## config.mk

```make
export PLATFORM = sky130hd
export DESIGN_NAME = debounce
export DESIGN_NICKNAME = d
export VERILOG_FILES = /design/src/rtl/debounce.sv
export SDC_FILE = /design/constraint.sdc
export NUM_CORES = 1
export LEC_CHECK = 0
export BUFFER_PORTS_ARGS = -buffer_cell sky130_fd_sc_hd__buf_2
export CELL_PAD_IN_SITES_DETAIL_PLACEMENT = 0
export CELL_PAD_IN_SITES_GLOBAL_PLACEMENT = 1
export CORE_UTILIZATION = 48
export CTS_CLUSTER_DIAMETER = 40
export DETAILED_ROUTE_END_ITERATION = 16
export GPL_ROUTABILITY_DRIVEN = 0
export PLACE_DENSITY = 0.86
export SETUP_SLACK_MARGIN = 0.3
export SYNTH_ARGS = -nofsm -noshare
export SYNTH_HDL_FRONTEND = slang
export SYNTH_SLANG_ARGS = --single-unit
```

## constraint.sdc

```tcl
create_clock -name clk -period 5 [get_ports clk]
set_clock_uncertainty 0.15 [all_clocks]
set_input_delay 0.75 -clock clk [delete_from_list [all_inputs] [get_ports clk]]
set_output_delay 0.75 -clock clk [all_outputs]
set_load 0.02 [all_outputs]
```

## src/rtl/debounce.sv

```systemverilog
// debounce: 2-FF synchroniser plus stability counter/FSM; out follows in only after STABLE_CYCLES clean cycles.
// Optional DEBOUNCE_EDGE_EN adds registered rise/fall pulses on out transitions.
module debounce #(
  parameter int   STABLE_CYCLES = 500000,
  parameter logic RESET_LEVEL   = 1'b0
) (
  input  logic clk,
  input  logic rst,
  input  logic in,
  output logic out,
  output logic busy
`ifdef DEBOUNCE_EDGE_EN
  ,
  output logic rise,
  output logic fall
`endif
);
  localparam int CNT_WIDTH = $clog2(STABLE_CYCLES);
  localparam logic [CNT_WIDTH-1:0] CNT_MAX = CNT_WIDTH'(STABLE_CYCLES - 1);
  typedef enum logic {STABLE, WAIT} state_t;
  state_t state_q, state_d;
  logic s1_q, s1_d, s2_q, s2_d, out_q, out_d, busy_q, busy_d, diff, done;
  logic [CNT_WIDTH-1:0] cnt_q, cnt_d;
  always_comb begin
    s1_d = in;
    s2_d = s1_q;
    diff = s2_q != out_q;
    done = state_q == WAIT && diff && cnt_q == CNT_MAX;
    state_d = (state_q == STABLE) ? (diff ? WAIT : STABLE) : ((diff && !done) ? WAIT : STABLE);
    cnt_d = (state_q == WAIT && diff && !done) ? cnt_q + 1'b1 : '0;
    out_d = done ? s2_q : out_q;
    busy_d = state_d == WAIT;
  end
  always_ff @(posedge clk) begin
    if (rst) begin
      s1_q <= RESET_LEVEL;
      s2_q <= RESET_LEVEL;
      out_q <= RESET_LEVEL;
      state_q <= STABLE;
      cnt_q <= '0;
      busy_q <= 1'b0;
    end else begin
      s1_q <= s1_d;
      s2_q <= s2_d;
      out_q <= out_d;
      state_q <= state_d;
      cnt_q <= cnt_d;
      busy_q <= busy_d;
    end
  end
  assign out = out_q;
  assign busy = busy_q;
`ifdef DEBOUNCE_EDGE_EN
  logic rise_q, fall_q;
  always_ff @(posedge clk) begin
    if (rst) begin
      rise_q <= 1'b0;
      fall_q <= 1'b0;
    end else begin
      rise_q <= out_d & ~out_q;
      fall_q <= ~out_d & out_q;
    end
  end
  assign rise = rise_q;
  assign fall = fall_q;
`endif
endmodule

```

# --- Yosys cells after proc, flatten, opt, wreduce, memory -nomap -nowiden ---
# Cells that the tools add are included.
word_totals:
  regBits: 23
op_classes:
  reduce_logical: 6
  bitwise_logic: 1
  addsub: 1
  n_eq_ne: 2
  n_mux: 3
op_table:
  columns: ["op", "n"]
  rows:
  - ["$add 19x1->19 const B", 1]
  - ["$eq 19x19->1 const B", 1]
  - ["$logic_and 1x1->1", 4]
  - ["$mux 1", 3]
  - ["$reduce_or 2->1", 1]
  - ["$logic_not 1->1", 1]
  - ["$ne 1x1->1", 1]
  - ["$not 1->1", 1]

# --- Longest topological paths before layout ---
# Gate-level depths: netlist (run 1).
depth:
  word_depth: 7
  mapped_depth: 6
  ltp_nobuf: 5

# --- Worst setup path after synthesis (run 1) ---
# OpenSTA, ideal clock, no wires.
synth_timing:
  path_type: "reg-to-reg"
  start: "register cnt_q[0]"
  end: "register cnt_q[10]"
  n_path_buf: 1
  arrival_time_ns: 1.527
  path_stages_with_launch: 7
  path_slack_ns: 3.206
  setup_time_ns: 0.117
  path_cell_list: "dfxtp_1 ha_1 and3_2 nand4_1 o21bai_2 buf_2 nor2_1"
synth_via:
  elab_chain_len: 6
  word_cells_on_any_way: 7
synth_lines:
  columns: ["item", "line_no", "text"]
  rows:
  - ["start, declared", "23", "logic [CNT_WIDTH-1:0] cnt_q, cnt_d;"]
  - ["start signal, assigned", "47", "cnt_q <= cnt_d;"]
  - ["branches (longest 6 deep; another with $add 19x1->19)", null, null]
# Parallel ways; which one is timed is not known.
# A chain may end at the register's enable or synchronous reset.

# --- Final worst setup path (run 1) ---
layout_timing:
  start: "register cnt_q[0]"
  end: "register cnt_q[13]"
# Same word-level chain as after synthesis.

==> impl_results.md, run 1 <==
* Outcome: finished clean
* Worst EP required at 5.03 ns
* Leakage at 0.325 nW
* Final Cell Area at 1110 um^2
* Final #Nets at 128
* Post-Synth Adder-Cell Area at 1.21%
* Total wire length at 1.89 mm
* Mux share of post-synthesis cell area at 0%
* Post-synthesis instance area at 1040 um^2
* Crit share post-route at 42.0%
* Post-cts gate resize count at 0
* Worst EP arrival at 2.13 ns
* HP Class: flop to flop
* Crit-path slowest cell: o21bai_2
* Buffers & Inverters on Critical Path at 0
* Yosys warning count at 0
* Crit-path max FO at 17
* Switching power at 0.0000582 W
* Number of synthesized register bits at 23
* Antenna violations before repair at 0
* Worst skew pair latency at 0.32 ns
* Seq/Total Area, Yosys at 44.4%
* Internal power at 0.000216 W
* CORE AREA at 2000 um^2
* Clock power share at 31.4%
* Synth top area cells: dfxtp_1 44%, xnor2_1 11%, nor2_1 8.0%
* Reg power frac at 67.4%
* Vias per cell at 5.52
* Dpl hpwl at 1.33 mm
* CTS Sinks at 23
* Tot Pwr at 0.000274 W
* Post-synth net total at 120
* Row count at 16
* Setup Buffers After CTS at 0
* Die area at 2350 um^2
* Critical path's top delay family: compound AO/OA/AOI/OAI gates
* Synth cell types at 28
* Largest net degree at the start of global routing at 18
* Die height at 48.5 um
* Worst Tran Pin Value at 0.713 ns
* Post-synth top area cell: dfxtp_1
* CP max stage delay at 0.62 ns
* CTS Buf Count at 3
* CTS clk-pin slew, worst paths at 0.13 ns
* DRC viols at 0
* Post-Synth Simple-Gate Area at 33.7%
* Critical path, cell by cell: ha_1 > and3_2 > nand4_1 > o21bai_2 > nor2_1
* TritonCTS clock tree: built
* Die Span X at 48.5 um
* WHS at 0.301 ns
* I/O Buffers at 4
* Final worst slack at 2.90 ns
* # diodes at 0
* Starting DRT DRC Count at 18
* Max VDD drop at 0.150 mV
* Gate count after technology mapping at 116
* First-pass GRT wire length at 3.33 mm
* Max Cap Viol at 0
* Total gr overflow at 0
* Root buffer cell: clkbuf_4
* Via count at 828
* Setup TNS at 0 ns
* Top-area cell type share of the netlist area at 44.4%
* Logic pwr share at 1.1%
* Cts hold-fix bufs at 0
* Max Root-Sink Buffers at 2
* Share of cells above drive strength 1 at 10.6%
* Area growth, synth to finish at 7.36%
* Initial Utilization at 51.8%
* Post-route ant nets at 0
* IO Count at 5
* CP Capture Type: flop
* Max Fclk at 0.477 GHz
* Post-synthesis compound-gate area fraction at 4.95%
* First-pass DRT Iterations at 4
* PwrDens at 246 nW/um^2
* Fin. max-slew vios at 0
* Critical path class: flop to flop
* Switching part of the total at 21.3%
* Vias in the first global route at 758
* Most frequent cell after synthesis: dfxtp_1
* Syn Area/Cell at 8.94 um^2
* Largest family of logic cells by synthesized area: simple AND/OR/NAND/NOR gates
* CTS H-tree depth at 1
* Endpoints failing hold at 0
* Tot GR Track Use at 18.2%
* Worst setup SP type: flop
* Synth async-reset ratio at 0%
* WL/cell at 12.6 um
* Post-synth top cells: 23 x dfxtp_1, 22 x nor2_1, 13 x xnor2_1
* Setup violators final at 0
* Post-Synth XOR/XNOR Area at 13.5%
* Slew Limit Headroom at 52.5%
* Fill count at 190
* Pre-CTS setup slack at 2.91 ns
* Placed standard-cell area at 1090 um^2
* RSZ-0062 raised after global routing: no
* Min Tclk post-route at 2.10 ns
* Dominant synthesized flop cell: dfxtp_1
* EDFF count, synth at 0
[per-stage QoR]
step / util, % / std cells
after floorplan: - / 116
after global placement: 54.3 / 146
after detailed placement: 54.3 / 146
after CTS: 55.6 / 150
after global routing: 55.6 / 150
final: 55.6 / 150
[flip-flops by register name, indices dropped and copies added (netlist names)]
| register | cells |
|---|---|
| cnt_q | 19 |
| s1_q | 1 |
| busy | 1 |
| out | 1 |
| s2_q | 1 |
[layout make-up]
type | instances | area (um^2) | share of cell area (%)
clock buffers | 3 | 22.5 | 2.02
flip-flops and latches | 23 | 460 | 41.3
clock inverters | 1 | 5.00 | 0.449
repair buffers | 4 | 20.0 | 1.80
inverters | 5 | 18.8 | 1.69
well taps | 27 | 33.8 | 3.03
multi-input cells | 87 | 553 | 49.7
[power by group through the flow]
stage | Sequential, W | Combinational (W) | Clock [W]
6_report | 0.000185 | 0.00000310 | 0.0000860
5_1_grt | 0.000185 | 0.00000359 | 0.0000979
4_1_cts | 0.000185 | 0.00000317 | 0.0000892
3_5_place_dp | 0.000189 | 0.00000315 | 0
3_3_place_gp | 0.000189 | 0.00000301 | 0
2_1_floorplan | 0.000189 | 0.00000139 | 0
[cells in the final DEF, fill, tap and decap left out, types with 2 or more instances in the layout]
cell type,n
xor2_1,3
nand3_1,7
nor3_1,3
nor4b_1,2
and4_1,2
nor2_1,22
buf_2,4
clkbuf_4,3
inv_1,5
nor3b_1,2
nand2_1,6
nor2b_1,2
nand4_1,6
a21oi_1,2
xnor2_1,13
nor4_1,5
dfxtp_1,23
[metal layers]
layer | global-route usage [%] | routed length, um | vias up
li1 | - | - | 417
met1 | 23.6 | 917 | 384
met2 | 28.2 | 859 | 19
met3 | 3.77 | 61 | 8
met4 | 10.3 | 53 | 0
met5 | 0 | 0 | -
[kinds of logic (layout without fill, tap and decap cells)]
family,after synthesis,after routing
xor+xnor,16,16
buf+inv,6,13
flops,23,23
fa+ha+maj,1,1
compound gates,7,7
simple gates,63,63
[path summary, 6_finish.rpt]
| kind | start | endpoint | slack [ns] | cells after the start |
|---|---|---|---|---|
| setup reg to reg | cnt_q[0]$_SDFF_PP0_ | cnt_q[13]$_SDFF_PP0_ | 2.90 | 5 |
| hold reg to reg | s1_q$_SDFF_PP0_ | s2_q$_SDFF_PP0_ | 0.30 | 1 |
| setup / recovery | cnt_q[0]$_SDFF_PP0_ | cnt_q[13]$_SDFF_PP0_ | 2.90 | 5 |
| hold / removal | s1_q$_SDFF_PP0_ | s2_q$_SDFF_PP0_ | 0.30 | 1 |
(Power assumes the default switching activity.)
==> run 2, diff against run 1 <==
- ABC_AREA: unset -> 1
- CORE_UTILIZATION: 48 -> 39
- PLACE_DENSITY: 0.86 -> 0.79
- clock period: 5 -> 1.7 ns (I/O delays scaled with it)
==> run 2 against run 1 <==
Compared with the run above:
- total power grew to 3.0 times the previous value
- wire length grew 25%
- highest routed layer unchanged
- clock power grew to 3.0 times the previous value
- global-route usage shrank 1.8 points
- maximum frequency grew 43%
- die area grew 37%
- worst setup slack lost 2.7 ns
- cell count grew 39%
- synthesized cell count grew 41%
- count of clock-buffer cells in the layout is the same
- non-clock buffer count grew 6
==> impl_results.md, run 2 <==
* CTS Sinks at 23
* Leakage at 0.540 nW
* Max FFs per register at 19
* Share of cells above drive strength 1 at 25.8%
* PwrDens at 584 nW/um^2
* Crit share post-route at 86.3%
* TritonCTS clock tree: built
* Initial Utilization at 41.7%
* Via count at 1,035
* Seq/Total Area, Yosys at 39.4%
* Placed standard-cell area at 1240 um^2
* Root buffer cell: clkbuf_4
* First-pass DRT Iterations at 5
* Number of synthesized register bits at 23
* Vias per cell at 4.95
* Post-Synth XOR/XNOR Area at 6.00%
* CTS H-tree depth at 1
* Min Tclk post-route at 1.47 ns
* I/O Buffers at 4
* Worst Tran Pin Value at 0.218 ns
* Multi-input gate area at 692 um^2
* Synth top area cells: dfxtp_1 39%, nand2_1 11%, nor2_1 9.6%
* FF-to-FF Start: cnt_q[0]$_SDFF_PP0_
* Post-synthesis instance area at 1170 um^2
* Tot Pwr at 0.000812 W
* Final Cell Area at 1390 um^2
* Dpl hpwl at 1.62 mm
* CORE AREA at 2810 um^2
* Tot GR Track Use at 16.4%
* Fin cells at 209
* Post-Synth Simple-Gate Area at 41.0%
* HP Class: primary input to flop
* R2R Setup Slk at 0.23 ns
* Mux share of post-synthesis cell area at 0%
* Commonest non-fill, non-tap cell in the layout: nand2_1
* CP Capture Type: flop
* DRC viols at 0
* Max Cap Viol at 0
* Max Root-Sink Buffers at 2
* Outcome: finished clean
* Worst skew pair latency at 0.31 ns
* Most frequent cells in the layout: 34 x nand2_1, 28 x nor2_1, 20 x inv_1, 15 x dfxtp_1, 10 x nand3_1
* Max Fclk at 0.681 GHz
* Max VDD drop at 0.338 mV
* WL/cell at 11.3 um
* Post-synthesis compound-gate area fraction at 3.85%
* First-pass GRT wire length at 4.02 mm
* Crit-path max FO at 5
* End of the worst hold path: out$_SDFFE_PP0P_
* WHS at 0.0569 ns
* Critical path, cell by cell: ha_4 > nand2_4 > nor2_8 > nand2_4 > nor2_4 > nand2_1 > xor2_1 > nor2_2
* Die Span X at 56.7 um
* # placed instances at 198
* FF-to-FF End: cnt_q[14]$_SDFF_PP0_
* Worst setup SP type: flop
* Slew Limit Headroom at 85.4%
* Area growth, synth to finish at 19.0%
* Register with the most flip-flops: cnt_q
* Register area at 475 um^2
* CP max stage delay at 0.39 ns
* Critical path class: flop to flop
* Post-synth top cells: 34 x nand2_1, 30 x nor2_1, 23 x dfxtp_1
* Vias in the first global route at 934
* Die height at 56.7 um
* Fin. max-slew vios at 0
* Starting DRT DRC Count at 34
* Syn Area/Cell at 7.13 um^2
* CTS clk-pin slew, worst paths at 0.14 ns
* Row count at 19
* Synth cell types at 23
* Worst EP arrival at 1.54 ns
* EDFF count, synth at 0
* CTS Buf Count at 3
* RSZ-0062 raised after global routing: yes
* Total wire length at 2.36 mm
* Largest family of logic cells by synthesized area: simple AND/OR/NAND/NOR gates
* Most frequent cell after synthesis: nand2_1
* Gate count after technology mapping at 164
* Post-Synth Adder-Cell Area at 1.07%
* Endpoints failing hold at 0
* Final #Nets at 183
* Antenna violations before repair at 0
* CP most frequent cell: nand2_4
* Worst Hold Launch: rst
* Fill count at 291
* Largest net degree at the start of global routing at 14
* # diodes at 0
* Total gr overflow at 0
* Setup violators final at 0
* Synth async-reset ratio at 0%
* Post-synth top area cell: dfxtp_1
* Worst EP required at 1.77 ns
* Setup TNS at 0 ns
* Die area at 3220 um^2
* Top-area cell type share of the netlist area at 39.4%
* Dominant synthesized flop cell: dfxtp_1
* Yosys warning count at 0
* R2R cell count at 8
* Crit-path slowest cell: dfxtp_4
* Post-route ant nets at 0
* Hold path cells at 4
* IO Count at 5
* Post-synth net total at 168
-- run 2: changes by cell type after synthesis, sizes merged, moves of 5 or more --
cell   previous run  this run
nor4              5         0
inv               5        23
xnor2            13         2
nor2             22        40
nand4             7         0
nand2             6        38
-- run 2: stage by stage --
step,utilization (%),setup WS (ns)
final,49.6,0.232
after global routing,49.6,0.161
after global placement,44.1,0.178
after floorplan,-,0.259
after CTS,48.4,0.235
after detailed placement,44.1,0.146
-- run 2: worst max-delay path, delay by kind of cell (launching register included) --
family                   cells  cell delay (ns)
XOR/XNOR                     1             0.16
adder cells (fa/ha/maj)      1             0.14
AND/OR/NAND/NOR              6             0.54
flip-flops                   1             0.39
-- run 2: per-layer routing --
layer,track usage (%),vias up,part of all wire (%)
li1,-,536,-
met1,22.0,479,49
met2,26.9,18,47
met3,2.07,2,3.2
met4,6.27,0,0.76
met5,0,-,0
-- run 2: cell type report --
cell class                      count  area share [%]
Clock inverter                      1           0.360
Timing Repair Buffer               10            5.04
Clock buffer                        3            1.62
Tap cell                           31            2.79
Sequential cell                    23            34.2
Inverter                           23            6.21
Multi-Input combinational cell    118            49.8
-- run 2: kinds of logic (layout without fill, tap and decap cells) --
family / after synthesis / in the layout
xor+xnor: 8 / 8
buf+inv: 24 / 37
fa+ha+maj: 1 / 1
simple gates: 99 / 100
compound gates: 9 / 9
flops: 23 / 23
-- run 2: worst max-delay path by stage --
stage | startpoint | slack [ns] | endpoint
2_1_floorplan | cnt_q[0]$_SDFF_PP0_ | 0.26 | cnt_q[10]$_SDFF_PP0_
3_3_place_gp | cnt_q[0]$_SDFF_PP0_ | 0.18 | cnt_q[6]$_SDFF_PP0_
3_5_place_dp | cnt_q[0]$_SDFF_PP0_ | 0.15 | cnt_q[14]$_SDFF_PP0_
4_1_cts | cnt_q[1]$_SDFF_PP0_ | 0.23 | cnt_q[14]$_SDFF_PP0_
5_1_grt | cnt_q[0]$_SDFF_PP0_ | 0.16 | cnt_q[13]$_SDFF_PP0_
6_report | cnt_q[0]$_SDFF_PP0_ | 0.23 | cnt_q[14]$_SDFF_PP0_
-- run 2: timing repair --
action / in CTS / in global routing
endpoints found under the setup margin: 21 / 21
hold buffers: 2 / 0
pin swaps: 4 / 1
hold endpoints to repair: 2 / 0
setup buffers: 3 / 1
gates resized for setup: 9 / 11
gates cloned: 1 / 0
-- run 2: power breakdown --
part	switching, W	internal (W)
logic	0.00000607	0.00000713
registers	0.00000155	0.000539
clock network	0.000171	0.0000878
